## src/rtl/otter_btb_if.sv

```systemverilog
// Lookup/update/invalidate bundle for otter_btb. Defining OTTER_BTB_STATS_EN
// adds the lookup-valid strobe and the three statistics counters.
interface otter_btb_if #(parameter int XLEN = 32);
  logic [XLEN-1:0] lkp_pc;
  logic            pred_taken;
  logic [XLEN-1:0] pred_target;
  logic            upd_en;
  logic [XLEN-1:0] upd_pc;
  logic            upd_taken;
  logic [XLEN-1:0] upd_target;
  logic            upd_jump;
  logic            invalidate;
`ifdef OTTER_BTB_STATS_EN
  logic            lkp_valid;
  logic [31:0]     stat_lookups;
  logic [31:0]     stat_hits;
  logic [31:0]     stat_mispred;

  modport master (output lkp_pc, upd_en, upd_pc, upd_taken, upd_target, upd_jump,
                         invalidate, lkp_valid,
                  input  pred_taken, pred_target, stat_lookups, stat_hits, stat_mispred);
  modport slave  (input  lkp_pc, upd_en, upd_pc, upd_taken, upd_target, upd_jump,
                         invalidate, lkp_valid,
                  output pred_taken, pred_target, stat_lookups, stat_hits, stat_mispred);
`else
  modport master (output lkp_pc, upd_en, upd_pc, upd_taken, upd_target, upd_jump,
                         invalidate,
                  input  pred_taken, pred_target);
  modport slave  (input  lkp_pc, upd_en, upd_pc, upd_taken, upd_target, upd_jump,
                         invalidate,
                  output pred_taken, pred_target);
`endif
endinterface

```

## src/rtl/otter_btb.sv

```systemverilog
// Direct-mapped branch target buffer with 2-bit counters, zero-latency lookup.
// Optional statistics counters are compiled in with OTTER_BTB_STATS_EN.
module otter_btb_entry #(
  parameter int TAG_W = 26,
  parameter int XLEN  = 32
) (
  input  logic             clk_i,
  input  logic             rst_i,
  input  logic             inv_i,
  input  logic             we_i,
  input  logic [TAG_W-1:0] tag_i,
  input  logic [XLEN-1:0]  tgt_i,
  input  logic [1:0]       ctr_i,
  output logic             vld_o,
  output logic [TAG_W-1:0] tag_o,
  output logic [XLEN-1:0]  tgt_o,
  output logic [1:0]       ctr_o
);
  logic             vld_q;
  logic [TAG_W-1:0] tag_q;
  logic [XLEN-1:0]  tgt_q;
  logic [1:0]       ctr_q;

  always_ff @(posedge clk_i) begin
    if (rst_i || inv_i) vld_q <= 1'b0;
    else if (we_i)      vld_q <= 1'b1;
  end

  // Payload has no reset; the valid bit alone gates its use.
  always_ff @(posedge clk_i) begin
    if (we_i) begin
      tag_q <= tag_i;
      tgt_q <= tgt_i;
      ctr_q <= ctr_i;
    end
  end

  assign vld_o = vld_q;
  assign tag_o = tag_q;
  assign tgt_o = tgt_q;
  assign ctr_o = ctr_q;
endmodule

module otter_btb #(
  parameter int ENTRIES = 16,
  parameter int XLEN    = 32
) (
  input logic        clk_i,
  input logic        rst_i,
  otter_btb_if.slave bus
);
  localparam int IDX_W = $clog2(ENTRIES);
  localparam int TAG_W = XLEN - IDX_W - 2;

  logic [ENTRIES-1:0]            ent_vld;
  logic [ENTRIES-1:0][TAG_W-1:0] ent_tag;
  logic [ENTRIES-1:0][XLEN-1:0]  ent_tgt;
  logic [ENTRIES-1:0][1:0]       ent_ctr;
  logic [ENTRIES-1:0]            ent_we;

  logic [IDX_W-1:0] l_idx, u_idx;
  logic [TAG_W-1:0] l_tag, u_tag;
  logic             l_hit, u_hit, u_pred;
  logic             upd_we, wr_ok;
  logic [XLEN-1:0]  tgt_d;
  logic [1:0]       ctr_d;

  assign l_idx = bus.lkp_pc[IDX_W+1:2];
  assign l_tag = bus.lkp_pc[XLEN-1:IDX_W+2];
  assign u_idx = bus.upd_pc[IDX_W+1:2];
  assign u_tag = bus.upd_pc[XLEN-1:IDX_W+2];

  // Lookup reads registered state only, so a same-cycle update is not bypassed.
  assign l_hit           = ent_vld[l_idx] && (ent_tag[l_idx] == l_tag);
  assign bus.pred_taken  = l_hit && ent_ctr[l_idx][1];
  assign bus.pred_target = bus.pred_taken ? ent_tgt[l_idx] : bus.lkp_pc + XLEN'(4);

  assign u_hit  = ent_vld[u_idx] && (ent_tag[u_idx] == u_tag);
  assign u_pred = u_hit && ent_ctr[u_idx][1];

  always_comb begin
    upd_we = 1'b0;
    tgt_d  = ent_tgt[u_idx];
    ctr_d  = ent_ctr[u_idx];
    if (bus.upd_en) begin
      if (u_hit) begin
        upd_we = 1'b1;
        if (bus.upd_jump) begin
          ctr_d = 2'b11;
          tgt_d = bus.upd_target;
        end else if (bus.upd_taken) begin
          ctr_d = (ent_ctr[u_idx] == 2'b11) ? 2'b11 : ent_ctr[u_idx] + 2'd1;
          tgt_d = bus.upd_target;
        end else begin
          ctr_d = (ent_ctr[u_idx] == 2'b00) ? 2'b00 : ent_ctr[u_idx] - 2'd1;
        end
      end else if (bus.upd_taken || bus.upd_jump) begin
        upd_we = 1'b1;
        tgt_d  = bus.upd_target;
        ctr_d  = bus.upd_jump ? 2'b11 : 2'b10;
      end
    end
  end

  // Reset and invalidate both discard a concurrent update.
  assign wr_ok = upd_we && !rst_i && !bus.invalidate;

  for (genvar i = 0; i < ENTRIES; i++) begin : g_ent
    assign ent_we[i] = wr_ok && (u_idx == IDX_W'(i));
    otter_btb_entry #(.TAG_W(TAG_W), .XLEN(XLEN)) u_ent (
      .clk_i (clk_i),
      .rst_i (rst_i),
      .inv_i (bus.invalidate),
      .we_i  (ent_we[i]),
      .tag_i (u_tag),
      .tgt_i (tgt_d),
      .ctr_i (ctr_d),
      .vld_o (ent_vld[i]),
      .tag_o (ent_tag[i]),
      .tgt_o (ent_tgt[i]),
      .ctr_o (ent_ctr[i])
    );
  end

`ifdef OTTER_BTB_STATS_EN
  logic [31:0] lookups_q, hits_q, mispred_q;
  logic        mispred;

  assign mispred = bus.upd_en &&
                   ((u_pred != bus.upd_taken) || (u_pred && ent_tgt[u_idx] != bus.upd_target));

  always_ff @(posedge clk_i) begin
    if (rst_i) begin
      lookups_q <= '0;
      hits_q    <= '0;
      mispred_q <= '0;
    end else begin
      lookups_q <= lookups_q + 32'(bus.lkp_valid);
      hits_q    <= hits_q + 32'(bus.lkp_valid && l_hit);
      mispred_q <= mispred_q + 32'(mispred);
    end
  end

  assign bus.stat_lookups = lookups_q;
  assign bus.stat_hits    = hits_q;
  assign bus.stat_mispred = mispred_q;
`else
  logic unused_pred;
  assign unused_pred = u_pred;
`endif

  logic unused_pc_lsb;
  assign unused_pc_lsb = ^{bus.lkp_pc[1:0], bus.upd_pc[1:0]};
endmodule

```

## src/flat_wrapper.sv

```systemverilog
// flat-port wrapper written by rule: the top's interface ports become plain ports
module otter_btb_flat 
#(
  parameter int ENTRIES = 16,
  parameter int XLEN    = 32
)
  (clk_i, rst_i, bus_lkp_pc, bus_upd_en, bus_upd_pc, bus_upd_taken, bus_upd_target, bus_upd_jump, bus_invalidate, bus_pred_taken, bus_pred_target);
  otter_btb_if #(.XLEN(XLEN)) bus_i ();
  input logic clk_i;
  input logic rst_i;
  input wire logic [$bits(bus_i.lkp_pc)-1:0] bus_lkp_pc;
  input wire logic [$bits(bus_i.upd_en)-1:0] bus_upd_en;
  input wire logic [$bits(bus_i.upd_pc)-1:0] bus_upd_pc;
  input wire logic [$bits(bus_i.upd_taken)-1:0] bus_upd_taken;
  input wire logic [$bits(bus_i.upd_target)-1:0] bus_upd_target;
  input wire logic [$bits(bus_i.upd_jump)-1:0] bus_upd_jump;
  input wire logic [$bits(bus_i.invalidate)-1:0] bus_invalidate;
  output wire logic [$bits(bus_i.pred_taken)-1:0] bus_pred_taken;
  output wire logic [$bits(bus_i.pred_target)-1:0] bus_pred_target;
  assign bus_i.lkp_pc = bus_lkp_pc;
  assign bus_i.upd_en = bus_upd_en;
  assign bus_i.upd_pc = bus_upd_pc;
  assign bus_i.upd_taken = bus_upd_taken;
  assign bus_i.upd_target = bus_upd_target;
  assign bus_i.upd_jump = bus_upd_jump;
  assign bus_i.invalidate = bus_invalidate;
  assign bus_pred_taken = bus_i.pred_taken;
  assign bus_pred_target = bus_i.pred_target;
  otter_btb #(.ENTRIES(ENTRIES), .XLEN(XLEN)) u_core (.clk_i(clk_i), .rst_i(rst_i), .bus(bus_i));
endmodule
```

## config.mk

```make
export PLATFORM = sky130hd
export DESIGN_NAME = otter_btb_flat
export DESIGN_NICKNAME = d
export VERILOG_FILES = /design/src/rtl/otter_btb_if.sv /design/src/rtl/otter_btb.sv /design/src/flat_wrapper.sv
export SDC_FILE = /design/constraint.sdc
export NUM_CORES = 1
export LEC_CHECK = 0
export ABC_AREA = 0
export BUFFER_PORTS_ARGS = -buffer_cell sky130_fd_sc_hd__buf_4
export CAP_MARGIN = 5
export CELL_PAD_IN_SITES_DETAIL_PLACEMENT = 1
export CELL_PAD_IN_SITES_GLOBAL_PLACEMENT = 2
export CORE_MARGIN = 1
export CORE_UTILIZATION = 45
export DETAILED_ROUTE_END_ITERATION = 10
export PLACE_DENSITY_LB_ADDON = 0.1
export SETUP_SLACK_MARGIN = 0.1
export SLEW_MARGIN = 10
export SYNTH_ARGS = -nofsm -noshare
export SYNTH_HDL_FRONTEND = slang
export SYNTH_SLANG_ARGS = --single-unit
```

## constraint.sdc

```tcl
create_clock -name clk_i -period 9.5 [get_ports clk_i]
set_clock_uncertainty 0.1 [all_clocks]
set_input_delay 1.9 -clock clk_i [delete_from_list [all_inputs] [get_ports clk_i]]
set_output_delay 1.9 -clock clk_i [all_outputs]
set_load 0.1 [all_outputs]
```

# After elaboration in Yosys (flattened, before gate mapping)
# Index checks and enable logic that the tools add are counted.
# Widths: inputs -> output; s select.
# word_totals
input_bits	102
elab_cells	147
register_bits	976
# classes
order_cmp	2
addsub	3
n_eq_ne	18
muxes	33
reduce_logical	27
# ops
cell	n
$bmux 32 s4	2
$mux 32	8
$bmux 26 s4	2
$eq 26x26->1	2
$mux 26	2
$add 32x3->32 const B	1
$eq 4x4->1 const B	8
$logic_and 1x1->1	21
$mux 2	9
$bmux 2 s4	2
$eq 4x3->1 const B	4
$lt 4x5->1 const B	2
$bmux 1 s4	2
$eq 4x2->1 const B	2
$mux 1	6
$eq 4x1->1 const B	1
$logic_not 4->1	1
$add 2x1->2 const B	1
$eq 2x2->1 const B	1
$logic_not 1->1	2
$logic_not 2->1	1
$logic_or 1x1->1	2
$sub 2x1->2 const B	1

# Depth between registers and ports, before layout
# depth
ltp_word	9
depth_mapped	13
depth_no_buf	8

# Modules after synthesis
# From an unflattened synthesis, not the netlist that was laid out.
# hier_totals
hier_cells	2342
area_unflattened_um2	47083.9
# by_module_without_submodules
mod	n_inst	area_per_inst_um2	seq_area_each_um2	cells_each
otter_btb_entry	16	1835.5	1821.7	63
otter_btb	1	17715.7	0.0	1334

# Least setup slack after synthesis
# No wires, ideal clock.
# synth_timing
path_kind	input port to flip-flop
start	input port bus_upd_pc[5]
end	register u_core.g_ent[0].u_ent.ctr_q[0], enable pin
stages	12
t_arrival_ns	8.336
path_slack_ns	0.513
setup_time_ns	0.551
path_cell_list	buf_2 buf_2 buf_1 mux4_2 mux2i_1 xnor2_1 nor4_1 a41oi_1 nor4_1 a41oi_1 clkbuf_1 nor3_1
# synth_via
elab_chain_cells	9
# synth_rtl
item	line_no	text
from (decl)	flat_wrapper.sv:13	input wire logic [$bits(bus_i.upd_pc)-1:0] bus_upd_pc;
$bmux 26 s4	otter_btb.sv:78	assign u_hit = ent_vld[u_idx] && (ent_tag[u_idx] == u_tag);
$mux 26 (implied by the code)	otter_btb.sv:78	
$eq 26x26->1	otter_btb.sv:78	
$logic_and 1x1->1	otter_btb.sv:78	
$mux 1	otter_btb.sv:86	if (u_hit) begin
$mux 1	otter_btb.sv:85	if (bus.upd_en) begin
$logic_and 1x1->1 (2 in a row)	otter_btb.sv:106	assign wr_ok = upd_we && !rst_i && !bus.invalidate;
$logic_and 1x1->1 (*)	otter_btb.sv:109	assign ent_we[i] = wr_ok && (u_idx == IDX_W'(i));
via u_core.g_ent[0].u_ent.we_i	otter_btb.sv:10	input logic we_i,
to (signal assigned)	otter_btb.sv:34	ctr_q <= ctr_i;
to (decl)	otter_btb.sv:22	logic [1:0] ctr_q;
# The timed path passes the listed nets; every way through them passes the cells marked *. The select of a mux whose other input is x is not followed.
# A chain may end at the register's enable or synchronous reset.

# Worst setup path after layout
# layout_timing
start	input port bus_lkp_pc[2]
end	output port bus_pred_target[16]
# layout_via
elab_chain_cells	6
# layout_rtl
item	line_no	text
from (decl)	flat_wrapper.sv:11	input wire logic [$bits(bus_i.lkp_pc)-1:0] bus_lkp_pc;
$bmux 26 s4	otter_btb.sv:74	assign l_hit = ent_vld[l_idx] && (ent_tag[l_idx] == l_tag);
$mux 26 (implied by the code)	otter_btb.sv:74	
$eq 26x26->1	otter_btb.sv:74	
$logic_and 1x1->1	otter_btb.sv:74	
$logic_and 1x1->1	otter_btb.sv:75	assign bus.pred_taken = l_hit && ent_ctr[l_idx][1];
$mux 32 (*)	otter_btb.sv:76	assign bus.pred_target = bus.pred_taken ? ent_tgt[l_idx] : bus.lkp_pc + XLEN'(4);
to (decl)	flat_wrapper.sv:19	output wire logic [$bits(bus_i.pred_target)-1:0] bus_pred_target;
# Mark *: on every way between the ends. The rest lies on a longest branch, timed or not. The select of a mux whose other input is x is not followed.

==> flow_metrics.py <==
metrics = {
    "status": {
        "run_status": "finished clean",
    },
    "synth": {
        "ys_types": 71,
        "synth_compound_area_share_pct": 2.22,
        "synth_adder_area_share_pct": 0.0484,
        "synth-edff-count": 960,
        "yosys_warnings": 0,
        "synth_top_area_share_pct": 61.9,
        "synth_mux_area_share_pct": 29.1,
        "synth_top_cell_by_area": "edfxtp_1",
        "syn-cell-area_um2": 46600,
        "synth.top_cells.by_area": "edfxtp_1 62%, mux4_2 25%, mux2i_1 2.3%",
        "yosys.area_share.simple_pct": 2.61,
        "ys_ff_latch": 976,
        "synth_top_family_by_area": "multiplexers",
        "synth_cells": 2303,
        "synth_nets": 2406,
        "synth-xor-area-share_pct": 1.50,
        "syn_area_per_cell_um2": 20.2,
        "seq_area_frac_synth_pct": 62.6,
        "ys.flop_type": "edfxtp_1",
        "async_reset_ff_share_pct": 0,
    },
    "die": {
        "coreArea_um2": 102000,
        "fp.dieW_um": 324,
        "row_count": 117,
        "io_pins": 135,
        "start_util_pct": 45.6,
        "dieArea_um2": 105000,
        "fp.dieH_um": 324,
    },
    "drt": {
        "drt-vias-per-instance": 6.62,
        "drtPass1Iterations": 5,
        "drc": 0,
        "first_iter_violations": 2483,
        "wire_per_inst_um": 36.9,
        "ant_nets": 0,
        "wl_um": 145000,
        "via_count": 25952,
    },
    "placed_design": {
        "dpl.hpwl_um": 82500,
        "place_ws_ns": 1.18,
        "portBuffers": 132,
        "gp_congestion": 0.817,
    },
    "worst_setup_path": {
        "cp.arrival_ns": 6.33,
        "worstPathRequired_ns": 7.50,
        "crit_type": "primary input to output port",
        "rr_startpoint": "u_core.g_ent[11].u_ent.tag_o[24]$_DFFE_PP_",
        "rrSetupSlack_ns": 4.44,
        "end_kind": "output port",
        "critPathLaunchType": "primary input",
        "cp_max_fo": 43,
        "crit_start": "bus_lkp_pc[2]",
    },
    "sta": {
        "setup_viol": 0,
        "worst_slack_ns": 1.17,
        "tightest_slew_ns": 0.967,
        "hold_viol": 0,
        "finalCritPeriodShare_pct": 87.7,
        "post-route-min-period_ns": 8.33,
        "rsz0062_at_grt": "false",
        "max-slew-margin-rel_pct": 35.3,
        "max_freq_mhz": 120,
        "drv_slew": 0,
        "totalNegativeSetupSlack_ns": 0,
    },
    "final_layout": {
        "fillCellCount": 9098,
        "area_growth_syn_to_layout_pct": 13.3,
        "final_nets": 2561,
        "layout-drive-gt1-share_pct": 37.9,
    },
    "clocking": {
        "root_buffer": "clkbuf_16",
        "path_clk_slew_ns": 0.06,
        "clk_path_buf_depth": 3,
        "cts_buffers": 108,
        "holdBufCountCts": 0,
        "cts.sinks": 976,
        "post-cts-setup-buffers": 0,
        "clk_latency_ns": 0.70,
        "cts.repair.resized": 0,
        "h-tree-depth": 3,
        "cts_tree": "yes",
    },
    "grt": {
        "grt_max_degree": 100,
        "antenna_found_initial": 6,
        "overflow": 0,
        "gr-usage-all-layers_pct": 28.0,
        "grt_pass1_vias": 27349,
        "grt_pass1_wl_um": 205000,
    },
    "power": {
        "intPower_mw": 7.46,
        "p_seq_share_pct": 49.2,
        "p_per_area_nw_per_um2": 185,
        "peakVddDrop_mv": 0.131,
        "power_leakage_nw": 16.7,
        "switchingPower_mw": 2.31,
        "switching_share_pct": 23.7,
        "comb_power_share_pct": 9.5,
        "power.share.clock_pct": 41.3,
    },
    "hold_path": {
        "hold_path_class": "flip-flop to flip-flop",
        "hold_path.startpoint": "u_core.g_ent[0].u_ent.vld_o$_SDFFE_PP0P_",
    },
    "run": {
        "maxCapViolCount": 0,
    },
}
[power groups by stage]
stage / Clock, mW / Sequential (mW) / Combinational (mW)
global placement: 0 / 4.89 / 0.913
floorplan: 0 / 4.90 / 0.607
global route: 4.24 / 4.81 / 0.976
detailed placement: 0 / 4.90 / 0.932
CTS: 4.11 / 4.81 / 0.934
finish: 4.04 / 4.81 / 0.929
[cells in the final DEF, fill, tap and decap left out, types with 7 or more instances in the layout]
master / synthesis / layout
nor4_1: 7 / 7
o31ai_1: 17 / 17
xor2_1: 26 / 26
o21ai_0: 18 / 18
mux2_2: 60 / 60
and2_1: 14 / 14
nor3_1: 29 / 13
inv_1: 13 / 12
nand4_1: 12 / 12
and3_1: 10 / 10
clkinv_2: 0 / 27
dfxtp_1: 16 / 16
edfxtp_1: 960 / 960
nor2b_1: 7 / 7
nand3_1: 40 / 40
nand2_1: 46 / 45
bufinv_16: 0 / 7
a21oi_1: 12 / 12
clkbuf_16: 0 / 110
nor3_2: 0 / 16
xnor2_1: 54 / 54
clkinv_1: 1 / 33
a221oi_1: 17 / 17
buf_12: 0 / 20
nor2_1: 15 / 15
a22oi_1: 28 / 28
clkbuf_1: 64 / 16
mux4_2: 512 / 512
o22ai_1: 12 / 12
mux2i_1: 106 / 106
buf_4: 18 / 183
mux2_1: 26 / 26
[area by class of cell]
cell class / instances / area [um2] / share of cell area, %
clock buffer: 126 / 2810 / 5.33
tap: 1368 / 1710 / 3.24
clock inverter: 75 / 551 / 1.04
sequential: 976 / 29100 / 55.2
antenna: 4 / 10.0 / 0.0190
multi-input combinational: 1150 / 16600 / 31.5
timing repair buffer: 208 / 1850 / 3.50
inverter: 14 / 55.1 / 0.104
[critical path, cell delays in order]
cell and delay (ns):
buf_8 0.34, buf_12 0.31, buf_4 0.33, mux4_2 0.53, and2_1 0.16, o21ai_0 0.40, a21o_1 0.22, nand4b_1 0.13
nor4_2 0.33, nand4_4 0.43, buf_4 0.42, mux2_1 0.42, buf_4 0.26
[stage by stage]
stage	hold WS (ns)	total power, mW	util (%)	instances	area (um2)
after floorplan	0.336	5.50	-	2303	46600
after global placement	0.364	5.81	48.3	3716	49400
after detailed placement	0.369	5.83	48.3	3716	49400
after CTS	0.377	9.85	51.6	3917	52800
after global routing	0.393	10.0	51.6	3919	52800
final	0.376	9.77	51.6	3921	52800
[kinds of logic after synthesis]
| kind of cell | after synthesis |
|---|---|
| mux | 704 |
| xor+xnor | 80 |
| flops | 976 |
| fa+ha+maj | 2 |
| simple gates | 219 |
| compound gates | 145 |
| buf+inv | 177 |
[final timing paths]
path / to / depth (start not counted)
setup / recovery: bus_pred_target[16] / 13
hold / removal: u_core.g_ent[0].u_ent.vld_o$_SDFFE_PP0P_ / 2
setup reg to reg: u_core.g_ent[15].u_ent.tag_o[16]$_DFFE_PP_ / 9
hold reg to reg: u_core.g_ent[0].u_ent.vld_o$_SDFFE_PP0P_ / 2
[registers in the layout (all words and copies together), names as in the netlist]
| name | flops |
|---|---|
| u_core.g_ent.u_ent.tgt_o | 512 |
| u_core.g_ent.u_ent.tag_o | 416 |
| u_core.g_ent.u_ent.vld_o | 16 |
| u_core.g_ent.u_ent.ctr_o | 32 |
[metal layers]
metal	vias up	global-route usage (%)	wire (um)
met5	-	0	39
met4	6	6.76	2970
met3	199	4.89	9550
met2	942	46.1	71400
met1	14474	38.9	60700
li1	10331	-	-
[synthesized netlist by cell type (13+ instances only)]
library cell	n
mux2_2	60
nand2_1	46
nor3_1	29
nor2_1	15
nand3_1	40
dfxtp_1	16
buf_4	18
xnor2_1	54
inv_1	13
xor2_1	26
mux2_1	26
edfxtp_1	960
o31ai_1	17
a221oi_1	17
a22oi_1	28
buf_1	16
mux2i_1	106
mux4_2	512
and2_1	14
o21ai_0	18
buf_2	54
clkbuf_1	64
(Power assumes the default switching activity.)
